===== src/rtl/os_psum_drain_pkg.sv =====
// Shared defaults, entry layout and round-robin pick helper for the OS psum drain.
package os_psum_drain_pkg;

    localparam int unsigned PSUM_BW    = 16;
    localparam int unsigned ROW        = 8;
    localparam int unsigned FIFO_DEPTH = 16;
    localparam int unsigned ROW_W      = $clog2(ROW);

    // Upper bound on row count the pick helper can scan.
    localparam int unsigned MAX_ROW   = 64;
    localparam int unsigned MAX_ROW_W = $clog2(MAX_ROW);

    typedef struct packed {
        logic [ROW_W-1:0]   row_idx;
        logic [PSUM_BW-1:0] psum;
    } entry_t;

    // First set bit of pending at or after ptr, wrapping modulo n; 0 when none set.
    function automatic int unsigned rr_pick(input logic [MAX_ROW-1:0] pending,
                                            input int unsigned         ptr,
                                            input int unsigned         n);
        int unsigned idx;
        logic        found;
        rr_pick = 0;
        found   = 1'b0;
        for (int unsigned i = 0; i < MAX_ROW; i++) begin
            if (i < n) begin
                idx = ptr + i;
                if (idx >= n) begin
                    idx = idx - n;
                end
                if (!found && pending[idx[MAX_ROW_W-1:0]]) begin
                    found   = 1'b1;
                    rr_pick = idx;
                end
            end
        end
    endfunction

endpackage


===== src/rtl/os_psum_drain_if.sv =====
// Drain output stream: row-tagged psum with valid/ready handshake.
interface os_psum_drain_if #(
    parameter int unsigned psum_bw = 16,
    parameter int unsigned row     = 8
);
    logic [psum_bw-1:0]      out_data;
    logic [$clog2(row)-1:0]  out_row;
    logic                    out_valid;
    logic                    out_ready;

    modport master (
        output out_data,
        output out_row,
        output out_valid,
        input  out_ready
    );

    modport slave (
        input  out_data,
        input  out_row,
        input  out_valid,
        output out_ready
    );
endinterface


===== src/rtl/os_psum_drain_sync_fifo.sv =====
// Synchronous FIFO with a registered show-ahead head that holds its last value when empty.
module os_psum_drain_sync_fifo #(
    parameter int unsigned width = 16,
    parameter int unsigned depth = 16
) (
    input  logic                     clk,
    input  logic                     reset,
    input  logic                     push,
    input  logic [width-1:0]         push_data,
    input  logic                     pop,
    output logic [width-1:0]         head,
    output logic                     full,
    output logic                     empty,
    output logic [$clog2(depth):0]   count
);
    localparam int unsigned PtrW = $clog2(depth);

    logic [width-1:0] mem_q [depth];
    logic [PtrW-1:0]  wr_q, wr_d, rd_q, rd_d;
    logic [PtrW:0]    cnt_q, cnt_d;
    logic [width-1:0] head_q, head_d;
    logic             do_push, do_pop;

    always_comb begin
        do_pop  = pop && (cnt_q != '0);
        do_push = push && ((cnt_q != (PtrW+1)'(depth)) || do_pop);
        rd_d    = do_pop  ? rd_q + PtrW'(1) : rd_q;
        wr_d    = do_push ? wr_q + PtrW'(1) : wr_q;
        cnt_d   = cnt_q;
        if (do_push && !do_pop) begin
            cnt_d = cnt_q + (PtrW+1)'(1);
        end else if (!do_push && do_pop) begin
            cnt_d = cnt_q - (PtrW+1)'(1);
        end
        // New head bypasses the array when it is the entry being written this edge.
        head_d = head_q;
        if (cnt_d != '0) begin
            head_d = (do_push && (rd_d == wr_q)) ? push_data : mem_q[rd_d];
        end
    end

    always_ff @(posedge clk) begin
        if (reset) begin
            wr_q   <= '0;
            rd_q   <= '0;
            cnt_q  <= '0;
            head_q <= '0;
        end else begin
            wr_q   <= wr_d;
            rd_q   <= rd_d;
            cnt_q  <= cnt_d;
            head_q <= head_d;
        end
    end

    always_ff @(posedge clk) begin
        if (do_push) begin
            mem_q[wr_q] <= push_data;
        end
    end

    assign head  = head_q;
    assign full  = (cnt_q == (PtrW+1)'(depth));
    assign empty = (cnt_q == '0);
    assign count = cnt_q;

endmodule


===== src/rtl/os_psum_drain.sv =====
// Per-row psum capture slots, round-robin serializer into a sync FIFO, and sticky overflow flag.
module os_psum_drain
    import os_psum_drain_pkg::*;
#(
    parameter int unsigned psum_bw    = PSUM_BW,
    parameter int unsigned row        = ROW,
    parameter int unsigned fifo_depth = FIFO_DEPTH
) (
    input  logic                          clk,
    input  logic                          reset,
    input  logic [row*psum_bw-1:0]        os_out_in,
    input  logic [row-1:0]                os_valid_in,
    os_psum_drain_if.master               out_if,
    output logic [$clog2(fifo_depth):0]   fifo_count,
    output logic                          overflow,
    output logic                          busy
);
    localparam int unsigned RowW   = $clog2(row);
    localparam int unsigned EntryW = RowW + psum_bw;

    logic [psum_bw-1:0] slot_q [row];
    logic [psum_bw-1:0] slot_d [row];
    logic [row-1:0]     pend_q, pend_d, grant, take, drop;
    logic [RowW-1:0]    rr_q, rr_d, pick_idx;
    logic               ovf_q, ovf_d;
    logic               push, pop, full, empty;
    logic [EntryW-1:0]  push_data, head;

    assign pop = out_if.out_valid && out_if.out_ready;

    always_comb begin
        pick_idx  = RowW'(rr_pick(MAX_ROW'(pend_q), 32'(rr_q), row));
        // A full FIFO still accepts when the consumer pops at the same edge.
        push      = (|pend_q) && (!full || pop);
        grant     = push ? (row'(1) << pick_idx) : '0;
        push_data = {pick_idx, slot_q[pick_idx]};
        rr_d      = rr_q;
        if (push) begin
            rr_d = (pick_idx == RowW'(row - 1)) ? '0 : pick_idx + RowW'(1);
        end
        ovf_d = ovf_q | (|drop);
    end

    // A slot being drained this edge is free for a new capture.
    for (genvar r = 0; r < row; r++) begin : g_row
        assign take[r]   = os_valid_in[r] & (~pend_q[r] | grant[r]);
        assign drop[r]   = os_valid_in[r] & pend_q[r] & ~grant[r];
        assign pend_d[r] = take[r] | (pend_q[r] & ~grant[r]);
        assign slot_d[r] = take[r] ? os_out_in[r*psum_bw +: psum_bw] : slot_q[r];
    end

    always_ff @(posedge clk) begin
        if (reset) begin
            slot_q <= '{default: '0};
            pend_q <= '0;
            rr_q   <= '0;
            ovf_q  <= 1'b0;
        end else begin
            slot_q <= slot_d;
            pend_q <= pend_d;
            rr_q   <= rr_d;
            ovf_q  <= ovf_d;
        end
    end

    os_psum_drain_sync_fifo #(
        .width (EntryW),
        .depth (fifo_depth)
    ) u_fifo (
        .clk       (clk),
        .reset     (reset),
        .push      (push),
        .push_data (push_data),
        .pop       (pop),
        .head      (head),
        .full      (full),
        .empty     (empty),
        .count     (fifo_count)
    );

    assign out_if.out_data  = head[psum_bw-1:0];
    assign out_if.out_row   = head[EntryW-1:psum_bw];
    assign out_if.out_valid = !empty;
    assign overflow         = ovf_q;
    assign busy             = (|pend_q) || !empty;

endmodule


===== src/flat_wrapper.sv =====
// flat-port wrapper written by rule: the top's interface ports become plain ports
module os_psum_drain_flat import os_psum_drain_pkg::*;
#(
    parameter int unsigned psum_bw    = PSUM_BW,
    parameter int unsigned row        = ROW,
    parameter int unsigned fifo_depth = FIFO_DEPTH
)
  (clk, reset, os_out_in, os_valid_in, fifo_count, overflow, busy, out_if_out_data, out_if_out_row, out_if_out_valid, out_if_out_ready);
  os_psum_drain_if #(.psum_bw(psum_bw), .row(row)) out_if_i ();
  input  logic clk;
  input  logic reset;
  input  logic [row*psum_bw-1:0] os_out_in;
  input  logic [row-1:0] os_valid_in;
  output logic [$clog2(fifo_depth):0] fifo_count;
  output logic overflow;
  output logic busy;
  output wire logic [$bits(out_if_i.out_data)-1:0] out_if_out_data;
  output wire logic [$bits(out_if_i.out_row)-1:0] out_if_out_row;
  output wire logic [$bits(out_if_i.out_valid)-1:0] out_if_out_valid;
  input wire logic [$bits(out_if_i.out_ready)-1:0] out_if_out_ready;
  assign out_if_out_data = out_if_i.out_data;
  assign out_if_out_row = out_if_i.out_row;
  assign out_if_out_valid = out_if_i.out_valid;
  assign out_if_i.out_ready = out_if_out_ready;
  os_psum_drain #(.psum_bw(psum_bw), .row(row), .fifo_depth(fifo_depth)) u_core (.clk(clk), .reset(reset), .os_out_in(os_out_in), .os_valid_in(os_valid_in), .out_if(out_if_i), .fifo_count(fifo_count), .overflow(overflow), .busy(busy));
endmodule

===== config.mk =====
export PLATFORM = sky130hd
export DESIGN_NAME = os_psum_drain_flat
export DESIGN_NICKNAME = d
export VERILOG_FILES = /design/src/rtl/os_psum_drain_pkg.sv /design/src/rtl/os_psum_drain_if.sv /design/src/rtl/os_psum_drain_sync_fifo.sv /design/src/rtl/os_psum_drain.sv /design/src/flat_wrapper.sv
export SDC_FILE = /design/constraint.sdc
export NUM_CORES = 1
export LEC_CHECK = 0
export BUFFER_PORTS_ARGS = -buffer_cell sky130_fd_sc_hd__buf_2
export CORE_MARGIN = 3
export CORE_UTILIZATION = 54
export CTS_BUF_LIST = sky130_fd_sc_hd__clkbuf_8 sky130_fd_sc_hd__clkbuf_16
export DETAILED_ROUTE_END_ITERATION = 8
export PLACE_DENSITY = 0.76
export SLEW_MARGIN = 0
export SYNTH_ARGS = -nofsm -noshare
export SYNTH_HDL_FRONTEND = slang
export SYNTH_SLANG_ARGS = --single-unit

===== constraint.sdc =====
create_clock -name clk -period 5 [get_ports clk]
set_input_delay 0 -clock clk [delete_from_list [all_inputs] [get_ports clk]]
set_output_delay 0 -clock clk [all_outputs]
set_load 0.1 [all_outputs]

==> impl_metrics.ini <==
[run]
max_cap_viol_count = 0

[clock_tree]
clk_path_buf_depth = 3
cts-root-buf = clkbuf_16
clk_latency_ns = 0.61
clkTransAtPathRegs_ns = 0.06
cts_made_buffers = 48
post_cts_buffers = 0
cts.sink_count = 476
cts_max_level = 2
cts_tree = done

[synth]
synth_cell_types = 81
seq_area_frac_synth_pct = 58.6
synth_edf_count = 304
synth_cells = 1556
synthArstFlopShare_pct = 0
synth_warnings = 0
syn-num-nets = 1712
synth_flop_cell = edfxtp_1
avgSynthCellArea_um2 = 13.8
yosys_register_bits = 476
mappedNetlistArea_mm2 = 0.0215

[timing]
timing.fmax_ghz = 0.210
maxSlewHeadroom_pct = 25.6
worst_slack_ns = 0.230
final_hold_viol_count = 0
final_max_slew_viol_count = 0
finalCritPeriodShare_pct = 95.4
final.setup.tns_ns = 0
tightestPinTransition_ns = 1.11
rsz0062_at_grt = false
skew_ns = 0.0379
setup_viol = 0
period_needed_ns = 4.77

[layout]
area_growth_syn_to_layout_pct = 21.6
layout.nets = 2015
fin_area_mm2 = 0.0261
fin_util_pct = 67.0
final_cell_mix = 304 x edfxtp_1, 172 x dfxtp_1, 164 x buf_2
final_common_cell = edfxtp_1
n_fill_cell = 2537
diodes = 0
drive_gt1_share_pct = 26.4

[route]
first_pass_iters = 8
routedWlPerCell_um = 25.4
wirelength_um = 61200
drc = 0
vias_per_cell = 6.17
routed-via-count = 14900
dr.first_iter.drc_count = 1578
ant_nets = 0

[place]
place_area_mm2 = 0.0228
dp_hpwl_um = 35700
io_buffers = 165
globalplace.congestion = 0.880
dp_worst_setup_slack_ns = 0.337

[floorplanning]
die_x_um = 205
die_height_um = 205
design.core.area_mm2 = 0.0389
die_area_mm2 = 0.0422
num_io_pins = 166
fp-row-count = 72
start_util_pct = 55.1

[power]
power.share.combinational_pct = 49.9
peakVddDrop_mv = 0.532
power_frac_clock_pct = 18.2
p_sw_share_pct = 41.6
internal_power_mw = 12.1
seq_power_share_pct = 31.8
switchingPower_mw = 8.66
p_leak_nw = 9.71
fin_total_pwr_mw = 20.8
power_density_mw_per_mm2 = 797

[worst_setup_path]
r2r_cells = 14
crit_arrival_ns = 5.23
end_kind = flop
worstPathRequired_ns = 5.46
path_max_fanout = 38
path_class = reg -> reg
worst_setup_path_start_kind = flop

[hold_path]
holdPathStages = 4
min_path_type = in -> reg

[global_routing]
grt_pass1_wl_um = 91500
antenna_found_initial = 0
grt_max_degree = 170
grt_usage_pct = 28.8
grt_pass1_vias = 15100
gr-total-overflow = 0

[status]
status = finished, final reports clean
==> registers in the layout, indices dropped and copies added, names as in the netlist <==
register             flops
u_core.overflow          1
u_core.pend_q            8
u_core.rr_q              3
u_core.slot_q          128
u_core.u_fifo.count      5
u_core.u_fifo.head      19
u_core.u_fifo.mem_q    304
u_core.u_fifo.rd_q       4
u_core.u_fifo.wr_q       4
==> per-layer routing <==
metal,GRT usage [%],vias up,part of all wire [%]
met4,13.0,0,5.0
met5,0,-,0
met1,35.6,7443,37
met2,49.2,814,50
li1,-,6450,-
met3,5.71,183,8.1
==> kinds of logic after synthesis <==
| kind of cell | after synthesis | share of synthesized area, % |
|---|---|---|
| AOI/OAI and AO/OA | 212 | 6.78 |
| DFF | 476 | 58.6 |
| buffers and inverters | 136 | 3.34 |
| muxes | 282 | 19.6 |
| xor gates and xnor gates | 15 | 0.712 |
| and+or+nand+nor | 418 | 9.96 |
| adders and majority gates | 17 | 0.991 |
==> worst max-delay path, cell delays in order, from the launching register on <==
cell           delay (ns)
dfxtp_1              0.33
inv_1                0.11
ha_2                 0.50
mux4_2               0.56
mux2_2               0.32
a22oi_1              0.19
a2bb2oi_1            0.19
o211a_1              0.21
buf_4                0.39
o2111ai_1            0.32
a21boi_4             0.43
buf_12               0.21
mux2i_1              0.20
nor2_1               0.05
dlygate4sd3_1        0.60
==> power groups by stage <==
stage	clock network [mW]	logic [mW]	registers, mW
floorplan	0	6.84	6.97
global placement	0	9.69	6.63
detailed placement	0	9.96	6.67
CTS	3.83	10.2	6.60
global route	3.98	11.0	6.66
finish	3.79	10.4	6.62
==> final timing paths <==
kind | startpoint | end | slack [ns]
max | u_core.rr_q[1]$_SDFFE_PP0P_ | u_core.slot_q[85]$_SDFFE_PP0P_ | 0.23
min | os_out_in[88] | u_core.slot_q[40]$_SDFFE_PP0P_ | 0.20
max reg2reg | u_core.rr_q[1]$_SDFFE_PP0P_ | u_core.slot_q[85]$_SDFFE_PP0P_ | 0.23
min reg2reg | u_core.slot_q[2]$_SDFFE_PP0P_ | u_core.slot_q[2]$_SDFFE_PP0P_ | 0.45
==> what timing repair did <==
action / CTS / global route
hold endpoints to repair: 138 / 0
hold buffers: 156 / 0
resized for setup: 0 / 3
endpoints found under the setup margin: 0 / 22
==> layout make-up <==
cell class                 instances  area (um^2)  share of cell area, %
timing repair buffer             371         2830                   10.9
tap                              518          648                   2.48
inverter                          18         73.8                  0.283
multi-input combinational        944         8290                   31.8
clock buffer                      52         1270                   4.86
clock inverter                    36          405                   1.55
sequential                       476        12600                   48.2
==> synthesized netlist by cell type, types with 4 or more instances <==
master    count  share of area [%]
o21ai_1       6               0.14
buf_1         5              0.087
nand2b_1    117                3.4
a22oi_2       7               0.41
a22oi_1      14               0.49
clkbuf_1     61                1.1
a21boi_2      4               0.21
mux2_2       44                2.3
and2_1        7               0.20
xnor2_1       8               0.33
a211oi_1     19               0.66
buf_6        10               0.52
nand2_1     105                1.8
a21oi_1      82                1.9
a221oi_1     17               0.69
o21ai_0      30               0.70
dfxtp_1     172                 16
inv_1        14               0.24
nand3_1       6               0.14
edfxtp_1    304                 43
ha_1         17               0.99
nand4b_1     16               0.65
buf_4        11               0.38
nor3_1       24               0.56
buf_2        26               0.61
xor2_1        5               0.20
mux2i_1     131                6.1
mux4_2      106                 11
or4_1         4               0.14
nor2_1      109                1.9
nor2b_1       7               0.20
==> metrics by stage <==
| step | std cells | hold WS (ns) |
|---|---|---|
| final | 2415 | 0.201 |
| after global routing | 2415 | 0.188 |
| after CTS | 2415 | 0.155 |
| after detailed placement | 2171 | 0.241 |
| after global placement | 2171 | 0.231 |
| after floorplan | 1556 | 0.117 |
No activity file was read; power rests on OpenSTA's default activity.
